## config.mk

```make
export PLATFORM = sky130hd
export DESIGN_NAME = instr_fetch_unit
export DESIGN_NICKNAME = d
export VERILOG_FILES = /design/src/rtl/mips_pkg.sv /design/src/rtl/fetch_stats.sv /design/src/rtl/instr_fetch_unit.sv
export SDC_FILE = /design/constraint.sdc
export NUM_CORES = 1
export LEC_CHECK = 0
export CAP_MARGIN = 20
export CORE_ASPECT_RATIO = 1.2
export CORE_MARGIN = 1.5
export CORE_UTILIZATION = 40
export DETAILED_ROUTE_END_ITERATION = 12
export PLACE_DENSITY_LB_ADDON = 0.15
export SYNTH_ARGS = -nofsm -noshare
export SYNTH_HDL_FRONTEND = slang
export SYNTH_SLANG_ARGS = --single-unit
export TNS_END_PERCENT = 20
```

## constraint.sdc

```tcl
create_clock -name clk -period 2.6 [get_ports clk]
set_input_delay 0.26 -clock clk [delete_from_list [all_inputs] [get_ports clk]]
set_output_delay 0.26 -clock clk [all_outputs]
set_load 0.01 [all_outputs]
```

## src/rtl/mips_pkg.sv

```systemverilog
// mips_pkg: shared fetch FSM states, instruction field positions and opcodes used by fetch and Control
package mips_pkg;
  localparam int INSTR_W = 32;
  localparam int OPCODE_MSB = 31;
  localparam int OPCODE_LSB = 26;
  localparam logic [31:0] RESET_PC_DEF = 32'h0000_0000;
  typedef enum logic [1:0] {REQ, WAIT, HOLD} fetch_state_e;
  localparam logic [5:0] OP_RTYPE = 6'h00;
  localparam logic [5:0] OP_J     = 6'h02;
  localparam logic [5:0] OP_JAL   = 6'h03;
  localparam logic [5:0] OP_BEQ   = 6'h04;
  localparam logic [5:0] OP_BNE   = 6'h05;
  localparam logic [5:0] OP_ADDI  = 6'h08;
  localparam logic [5:0] OP_LW    = 6'h23;
  localparam logic [5:0] OP_SW    = 6'h2B;
endpackage

```

## src/rtl/fetch_stats.sv

```systemverilog
// fetch_stats: wrapping counters of consumed and flushed instructions
// Ports: clk, rst_n (async active-low), fetched/flushed one-cycle event strobes,
//        stat_fetched/stat_flushed 32-bit running counts.
module fetch_stats (
  input  logic        clk,
  input  logic        rst_n,
  input  logic        fetched,
  input  logic        flushed,
  output logic [31:0] stat_fetched,
  output logic [31:0] stat_flushed
);
  logic [31:0] fetched_q, flushed_q;
  always_ff @(posedge clk or negedge rst_n) begin
    if (!rst_n) begin
      fetched_q <= '0;
      flushed_q <= '0;
    end else begin
      fetched_q <= fetched_q + 32'(fetched);
      flushed_q <= flushed_q + 32'(flushed);
    end
  end
  assign stat_fetched = fetched_q;
  assign stat_flushed = flushed_q;
endmodule

```

## src/rtl/instr_fetch_unit.sv

```systemverilog
// instr_fetch_unit: PC owner, single-outstanding instruction fetch and hold buffer for decode
// Ports: clk, rst_n (async active-low); imem_req_valid/imem_req_ready/imem_addr request channel;
//        imem_rsp_valid/imem_rsp_data response; redirect_valid/redirect_pc from branch/jump;
//        instr_valid/instr_ready handshake to decode with instr, opcode, pc_out, pc_plus4.
// Optional: FETCH_STATS_EN adds stat_fetched/stat_flushed counters.
module instr_fetch_unit
  import mips_pkg::*;
#(
  parameter int ADDR_W = 32,
  parameter logic [ADDR_W-1:0] RESET_PC = ADDR_W'(RESET_PC_DEF)
) (
  input  logic               clk,
  input  logic               rst_n,
  output logic               imem_req_valid,
  input  logic               imem_req_ready,
  output logic [ADDR_W-1:0]  imem_addr,
  input  logic               imem_rsp_valid,
  input  logic [INSTR_W-1:0] imem_rsp_data,
  input  logic               redirect_valid,
  input  logic [ADDR_W-1:0]  redirect_pc,
  output logic               instr_valid,
  input  logic               instr_ready,
  output logic [INSTR_W-1:0] instr,
  output logic [5:0]         opcode,
  output logic [ADDR_W-1:0]  pc_out,
  output logic [ADDR_W-1:0]  pc_plus4
`ifdef FETCH_STATS_EN
  ,
  output logic [31:0]        stat_fetched,
  output logic [31:0]        stat_flushed
`endif
);
  fetch_state_e state_q, state_d;
  logic [ADDR_W-1:0] pc_q, pc_d, pc_out_q, pc_out_d, tgt;
  logic [INSTR_W-1:0] instr_q, instr_d;
  logic valid_q, valid_d, discard_q, discard_d;
  assign tgt = redirect_pc & ~ADDR_W'(3);
  // discard marks an accepted request whose response must be dropped after a redirect
  always_comb begin
    state_d   = state_q;
    pc_d      = pc_q;
    pc_out_d  = pc_out_q;
    instr_d   = instr_q;
    valid_d   = valid_q;
    discard_d = discard_q;
    unique case (state_q)
      REQ: begin
        state_d   = imem_req_ready ? WAIT : REQ;
        discard_d = redirect_valid && imem_req_ready;
      end
      WAIT: begin
        if (redirect_valid) begin
          discard_d = !imem_rsp_valid;
          state_d   = imem_rsp_valid ? REQ : WAIT;
        end else if (imem_rsp_valid) begin
          discard_d = 1'b0;
          state_d   = discard_q ? REQ : HOLD;
          if (!discard_q) begin
            instr_d  = imem_rsp_data;
            pc_out_d = pc_q;
            pc_d     = pc_q + ADDR_W'(4);
            valid_d  = 1'b1;
          end
        end
      end
      HOLD: begin
        if (redirect_valid || instr_ready) begin
          state_d = REQ;
          valid_d = 1'b0;
        end
      end
      default: state_d = REQ;
    endcase
    if (redirect_valid) begin
      pc_d    = tgt;
      valid_d = 1'b0;
    end
  end
  always_ff @(posedge clk or negedge rst_n) begin
    if (!rst_n) begin
      state_q   <= REQ;
      pc_q      <= RESET_PC;
      pc_out_q  <= '0;
      instr_q   <= '0;
      valid_q   <= 1'b0;
      discard_q <= 1'b0;
    end else begin
      state_q   <= state_d;
      pc_q      <= pc_d;
      pc_out_q  <= pc_out_d;
      instr_q   <= instr_d;
      valid_q   <= valid_d;
      discard_q <= discard_d;
    end
  end
  // request is suppressed while reset is asserted even though the state already sits in REQ
  assign imem_req_valid = rst_n && (state_q == REQ);
  assign imem_addr      = pc_q;
  assign instr_valid    = valid_q;
  assign instr          = instr_q;
  assign opcode         = instr_q[OPCODE_MSB:OPCODE_LSB];
  assign pc_out         = pc_out_q;
  assign pc_plus4       = pc_out_q + ADDR_W'(4);
`ifdef FETCH_STATS_EN
  logic fetched, flushed;
  assign fetched = (state_q == HOLD) && instr_ready && !redirect_valid;
  // a flush is counted once per lost instruction: an already-discarded in-flight word is not recounted
  assign flushed = redirect_valid && ((state_q == HOLD) ||
                                      ((state_q == REQ) && imem_req_ready) ||
                                      ((state_q == WAIT) && !discard_q));
  fetch_stats u_stats (
    .clk          (clk),
    .rst_n        (rst_n),
    .fetched      (fetched),
    .flushed      (flushed),
    .stat_fetched (stat_fetched),
    .stat_flushed (stat_flushed)
  );
`endif
endmodule

```

==> parameters.txt, run 1 <==
Parameter                              Value

Status
  Outcome ... finished, violations left
  Failing checks ... hold timing

Placed design
  Placed Instances ... 793
  # port buffers ... 197
  HPWL after detailed placement ... 10340 um
  Last weighted congestion value of the routability-driven placer ... 0.8258

GRT
  Initial antenna violation count ... 0
  Maximum number of pins on one net before global-route repair ... 59
  GR Overflow Total ... 0
  First-pass GRT wire length ... 21820 um
  Via count of the first global-routing pass ... 4277
  GRT Util Overall ... 21.36%

Routing
  Count of unresolved DRC violations after routing ... 0
  Total length of routed met3 wires ... 1086 um
  Routed length on met1 ... 5447 um
  Per-cell routed wire length ... 16.89 um
  Violation count after the first detailed-routing iteration ... 116
  Number of iterations in the first detailed-routing pass ... 4
  Highest routed metal layer ... met4
  Total number of vias ... 4251
  Post-Route WL ... 13740 um
  Count of nets left with antenna violations after detail routing ... 0
  Routed length on met2 ... 6835 um
  Vias/cell ... 5.229

Clocking
  H-tree levels ... 3
  Clock insertion delay at the later pin of the skew report ... 0.34 ns
  Root Driver ... sky130_fd_sc_hd__clkbuf_16
  Clock-pin slew on the worst setup and hold paths ... 0.07 ns
  Clock tree from TritonCTS ... built
  CTS max path bufs ... 2
  Sinks on Clock Net ... 96
  Number of buffers inserted during clock tree synthesis ... 9

Synthesis
  Async S/R FF share, synth ... 100.0%
  Post-Syn Instances ... 449
  Number of synthesized register bits ... 96
  Mean Syn Cell Area ... 10.84 um^2
  Most used DFF post-synth ... sky130_fd_sc_hd__dfrtp_1
  Number of warnings issued by yosys ... 0
  Post-synth EDFFs ... 0
  Syn Std Cell Area ... 4868 um^2
  Synth cell types ... 44
  Proportion of synthesized chip area in sequential cells ... 49.34%

STA
  Tightest Pin Transition ... 0.7559 ns
  Final worst clock skew ... 0.006742 ns
  Crit path time final ... 2.551 ns
  Setup violations, final ... 0
  Unrepaired setup endpoints after global routing ... yes
  Number of slew-limit violations in the final report ... 0
  Total negative slack for setup checks ... 0 ns
  Worst hold margin ... -0.0004471 ns
  Highest achievable clock rate ... 0.3919 GHz
  Final critical-path share of the clock period ... 98.13%
  Number of hold-slack violations in the final timing report ... 1
  Rel. slew slack ... 49.60%

Final layout
  Net count reported at finish ... 723
  Post-Layout Cell Count ... 813
  Number of antenna cells inserted ... 0
  Post-synthesis to final-layout area growth ... 51.35%
  Fraction of final layout cells with drive strength greater than 1 ... 17.53%

Job
  MaxCap Viol Count ... 0

Setup path
  Series of cell instances along the critical path ... ha_2, nand4_1, nor3_2, buf_4, nand3_1, xnor2_1, clkdlybuf4s50_1
  Critical path capture point type ... output pin
  Critical path required time ... 2.34 ns
  Startpoint type of the worst setup path ... register
  Max Fanout on Critical Path ... 6
  Max stage delay on crit path ... 0.55 ns
  Path type of the worst setup path ... register to output pin
  Combined buffer and inverter count along the critical path ... 2
  Crit path max-delay family ... buffers and inverters
  Critical Path AT ... 2.29 ns
  Instance count on the critical path ... 7
  Reg2Reg Depth ... 4
  Max stage delay cell, worst path ... sky130_fd_sc_hd__clkdlybuf4s50_1

Hold path
  Worst hold path class ... input pin to asynchronous set/reset pin

Floorplan
  Floorplan die height ... 123.9 um
  Overall die area ... 12840 um^2
  Effective utilization at floorplan ... 41.51%
  Floorplan Core Area ... 11730 um^2
  Number of placement rows ... 43
  Ports placed on the boundary ... 206
  Die width ... 103.7 um

Power and ir drop
  IR Drop Worst-Case VDD ... 0.6384 mV
  Power per standard cell area ... 1002 nW/um^2
  Leakage power summed over all cells ... 2.946 nW
## area by class of cell
class | count | area, um^2
clock buffers | 10 | 229.0
clock inverters | 6 | 83.83
fillers | 1021 | 4360
inverters | 9 | 33.78
multi-input cells | 318 | 2273
flip-flops and latches | 96 | 2409
well taps | 157 | 196.4
repair buffers | 217 | 2143
## metrics by stage
| step | power [mW] | setup slack, ns | instance area [um^2] | util [%] |
|---|---|---|---|---|
| CTS | 7.456 | 0.01322 | 7333 | 62.52 |
| global route | 7.773 | -0.09025 | 7368 | 62.82 |
| detailed placement | 6.018 | 0.2987 | 6984 | 59.55 |
| finish | 7.383 | 0.04865 | 7368 | 62.82 |
| global placement | 5.919 | 0.3322 | 6984 | 59.55 |
| floorplan | 3.931 | 0.6824 | 4887 | - |
## worst reg2reg max path: cells and delay by family, from the launching register on
family             cells  cell delay [ns]
and+or+nand+nor        3             1.32
DFF                    1             0.48
AOI/OAI and AO/OA      1             0.17
## synth_stat cells, types with 7 or more instances
library cell / number / area (um^2)
sky130_fd_sc_hd__buf_4: 12 / 90.09
sky130_fd_sc_hd__xnor2_1: 24 / 210.2
sky130_fd_sc_hd__nand3_1: 18 / 90.09
sky130_fd_sc_hd__nand2_1: 34 / 127.6
sky130_fd_sc_hd__dfrtp_1: 96 / 2402
sky130_fd_sc_hd__nor2_1: 26 / 97.59
sky130_fd_sc_hd__and2_1: 8 / 50.05
sky130_fd_sc_hd__o21ai_0: 24 / 120.1
sky130_fd_sc_hd__xor2_1: 14 / 122.6
sky130_fd_sc_hd__mux2_2: 59 / 664.4
sky130_fd_sc_hd__o31ai_1: 9 / 67.56
sky130_fd_sc_hd__buf_2: 7 / 35.03
sky130_fd_sc_hd__a31oi_1: 18 / 112.6
sky130_fd_sc_hd__or4_1: 10 / 75.07
sky130_fd_sc_hd__inv_1: 8 / 30.03
sky130_fd_sc_hd__nand4_1: 22 / 137.6
## state kept, by name, indices dropped and copies added, names as in the netlist
name         cells
instr_valid      1
instr           32
imem_addr       30
discard_q        1
pc_out          30
state_q          2
## timing repair
action | 4_1_cts | 5_1_grt
gates cloned | 0 | 0
resized for setup | 8 | 11
setup buffers | 3 | 1
hold endpoints to repair | 0 | 0
pin swaps | 1 | 1
hold buffers | 0 | 0
setup endpoints to repair | 15 | 16
## logic make-up (layout without fill, tap and decap cells)
family / after synthesis / after routing / synth area share (%)
flip-flops: 96 / 96 / 49.34
AND/OR/NAND/NOR: 155 / 155 / 17.50
AO/OA/AOI/OAI: 57 / 57 / 7.016
adder cells (fa/ha/maj): 2 / 2 / 0.5139
multiplexers: 60 / 60 / 13.85
other: 1 / 6 / 0.07703
buffers and inverters: 40 / 242 / 4.857
XOR/XNOR: 38 / 38 / 6.836
## path summary, 6_finish.rpt
check / slack (ns) / endpoint / startpoint
max: 0.05 / pc_plus4[20] / pc_out[3]
min: -0.0004 / imem_addr[21] / rst_n
max reg2reg: 0.57 / imem_addr[24] / imem_addr[4]
min reg2reg: 0.51 / instr[10] / instr[10]
max in group asynchronous: 1.42 / pc_out[7] / rst_n
min in group clk: 0.48 / imem_addr[3] / redirect_pc[3]
## layout by cell type, fill, tap and decap left out, types with 6 or more instances in the layout
cell	n
sky130_fd_sc_hd__dfrtp_1	91
sky130_fd_sc_hd__mux2_2	59
sky130_fd_sc_hd__or3_1	6
sky130_fd_sc_hd__and2_1	7
sky130_fd_sc_hd__o21ai_0	24
sky130_fd_sc_hd__or4_1	10
sky130_fd_sc_hd__o31ai_1	9
sky130_fd_sc_hd__nand4_1	22
sky130_fd_sc_hd__clkdlybuf4s50_1	187
sky130_fd_sc_hd__nand3_1	17
sky130_fd_sc_hd__buf_4	20
sky130_fd_sc_hd__conb_1	6
sky130_fd_sc_hd__nor2_1	26
sky130_fd_sc_hd__dlymetal6s2s_1	6
sky130_fd_sc_hd__nand2_1	34
sky130_fd_sc_hd__xor2_1	14
sky130_fd_sc_hd__a31oi_1	18
sky130_fd_sc_hd__clkbuf_16	9
sky130_fd_sc_hd__xnor2_1	24
sky130_fd_sc_hd__inv_1	8
## per-layer routing
metal	vias to the layer above	global-route usage, %
met3	21	6.541
met1	2055	24.01
met5	-	0
met4	0	10.68
li1	2012	-
met2	163	37.25
## power by group
part	leakage, nW	switching, mW	internal [mW]
Clock	0.156	0.560	0.840
Combinational	1.66	1.26	2.08
Sequential	1.13	0.600	2.04
No activity file was read; power rests on OpenSTA's default activity.
==> run 2, diff against run 1 <==
- MAX_ROUTING_LAYER: not set -> met4
==> parameters.txt, run 2 (same netlist as run 1, synthesis figures left out) <==
Parameter                              Value

Routing
  Total number of vias ... 4245 (-0.14%)
  Number of iterations in the first detailed-routing pass ... 6 (+2)
  Post-Route WL ... 13750 um (about the same)
  Per-cell routed wire length ... 16.91 um (about the same)
  Count of nets left with antenna violations after detail routing ... 0 (unchanged)
  Vias/cell ... 5.221 (-0.14%)
  Violation count after the first detailed-routing iteration ... 123 (+6.0%)
  Count of unresolved DRC violations after routing ... 0 (unchanged)

GRT
  First-pass GRT wire length ... 21760 um (-0.28%)
  Initial antenna violation count ... 0 (unchanged)
  Via count of the first global-routing pass ... 4288 (+0.26%)
  Met1 layer usage reported by global route ... 25.18% (+1.2 points)
  GRT Util Overall ... 22.00% (+0.64 points)
  Met3 GRT Util ... 4.710% (-1.8 points)
  GR Overflow Total ... 0 (unchanged)
  Maximum number of pins on one net before global-route repair ... 59 (unchanged)
  Met2 track utilization from global routing ... 37.25% (unchanged)
  Most crowded layer after global routing ... met2

STA
  Rel. slew slack ... 50.30% (+0.69 points)
  Unrepaired setup endpoints after global routing ... yes
  Final worst clock skew ... 0.006448 ns (-0.0002942 ns)
  Highest achievable clock rate ... 0.3887 GHz (-0.83%)
  Least setup slack across all paths after layout ... 0.02740 ns (-0.02125 ns)
  Crit path time final ... 2.573 ns (+0.02125 ns)
  Number of hold-slack violations in the final timing report ... 5 (+4)
  Tightest Pin Transition ... 0.7455 ns (-0.01042 ns)
  Setup violations, final ... 0 (unchanged)
  Worst hold margin ... -0.005859 ns (-0.005412 ns)
  Number of slew-limit violations in the final report ... 0 (unchanged)
  Final critical-path share of the clock period ... 98.95% (+0.82 points)

Floorplan
  Floorplan die height ... 123.9 um (unchanged)
  Effective utilization at floorplan ... 41.51% (unchanged)
  Ports placed on the boundary ... 206 (unchanged)
  Overall die area ... 12840 um^2 (unchanged)
  Number of placement rows ... 43 (unchanged)
  Floorplan Core Area ... 11730 um^2 (unchanged)
  Die width ... 103.7 um (unchanged)

Final layout
  Cell area after layout ... 7368 um^2 (unchanged)
  Post-Layout Cell Count ... 813 (unchanged)
  Most common cell after layout, fill and taps aside ... sky130_fd_sc_hd__clkdlybuf4s50_1
  Leading cell types in the layout, fill and taps excluded ... 187 x sky130_fd_sc_hd__clkdlybuf4s50_1, 91 x sky130_fd_sc_hd__dfrtp_1, 59 x sky130_fd_sc_hd__mux2_2, 34 x sky130_fd_sc_hd__nand2_1, 26 x sky130_fd_sc_hd__nor2_1
  Fraction of final layout cells with drive strength greater than 1 ... 17.53% (unchanged)
  Max FFs per register ... 32 (unchanged)
  Fraction of the core area covered by cells at the end of the flow ... 62.82% (unchanged)
  Number of antenna cells inserted ... 0 (unchanged)
  Net count reported at finish ... 723 (unchanged)
  Post-synthesis to final-layout area growth ... 51.35% (unchanged)

Setup path
  Startpoint type of the worst setup path ... register
  Path type of the worst setup path ... register to output pin
  Worst setup path startpoint ... pc_out[3]
  Max Fanout on Critical Path ... 6 (unchanged)
  Minimum setup slack among reg-to-reg paths ... 0.57 ns (about the same)
  Critical Path AT ... 2.31 ns (+0.02 ns)
  Critical path required time ... 2.34 ns (about the same)
  Critical path capture point type ... output pin
  Launch point of the worst reg-to-reg path ... imem_addr[4]

Power and ir drop
  Power per standard cell area ... 1003 nW/um^2 (+0.14%)
  Leakage power summed over all cells ... 2.946 nW (unchanged)
  IR Drop Worst-Case VDD ... 0.6377 mV (-0.12%)

Placed design
  # port buffers ... 197 (unchanged)
  Worst setup slack before clock tree synthesis ... 0.2987 ns (unchanged)
  HPWL after detailed placement ... 10340 um (unchanged)
  Last weighted congestion value of the routability-driven placer ... 0.8383 (+1.5%)
  Placed cell areas ... 6984 um^2 (unchanged)
  Placed Instances ... 793 (unchanged)

Clocking
  Clock-pin slew on the worst setup and hold paths ... 0.07 ns (about the same)
  Clock tree from TritonCTS ... built
  CTS max path bufs ... 2 (unchanged)
  Sinks on Clock Net ... 96 (unchanged)
  H-tree levels ... 3 (unchanged)
  Number of buffers inserted during clock tree synthesis ... 9 (unchanged)
  Clock insertion delay at the later pin of the skew report ... 0.34 ns (about the same)
  Root Driver ... sky130_fd_sc_hd__clkbuf_16

Status
  Failing checks ... hold timing
  Outcome ... finished, violations left

Hold path
  Worst hold path class ... input pin to asynchronous set/reset pin

Job
  MaxCap Viol Count ... 0 (unchanged)
[run 2: where the power goes]
group	total (mW)	internal, mW	switching, mW
clock	1.41	0.840	0.565
sequential	2.65	2.04	0.603
combinational	3.34	2.08	1.26
total	7.39	4.97	2.43
[run 2: critical path: stages (launching register included)]
cell and delay, ns:
sky130_fd_sc_hd__dfrtp_1 0.40, sky130_fd_sc_hd__ha_2 0.22, sky130_fd_sc_hd__nand4_1 0.19, sky130_fd_sc_hd__nor3_2 0.17, sky130_fd_sc_hd__buf_4 0.20, sky130_fd_sc_hd__nand3_1 0.10
sky130_fd_sc_hd__xnor2_1 0.14, sky130_fd_sc_hd__clkdlybuf4s50_1 0.55
[run 2: area by class of cell]
type,instances,area [um^2]
Sequential cell,96,2409
Tap cell,157,196.4
Fill cell,1021,4360
Clock inverter,6,83.83
Timing Repair Buffer,217,2143
Inverter,9,33.78
Multi-Input combinational cell,318,2273
Clock buffer,10,229.0
[run 2: final timing paths]
| check | end | depth (start not counted) |
|---|---|---|
| min in group clk | imem_addr[3] | 3 |
| setup reg to reg | imem_addr[24] | 4 |
| hold reg to reg | instr[10] | 1 |
| max in group asynchronous | pc_out[7] | 3 |
| setup / recovery | pc_plus4[20] | 7 |
| hold / removal | imem_addr[21] | 2 |
[run 2: through the flow]
step,power [mW],setup TNS [ns]
global route,7.771,-0.5193
global placement,5.919,0
floorplan,3.931,0
CTS,7.456,0
detailed placement,6.018,0
finish,7.394,0
[run 2: repair_timing]
action,in CTS,in global routing
endpoints found under the setup margin,15,16
gates cloned,0,0
hold buffers,0,0
pin swaps,1,1
setup buffers,3,1
resized for setup,8,11
[run 2: per-layer routing]
metal	vias to the layer above	wire length, um
met3	30	828
met5	-	0
met1	2045	5719
met4	0	449
li1	2007	-
met2	163	6748
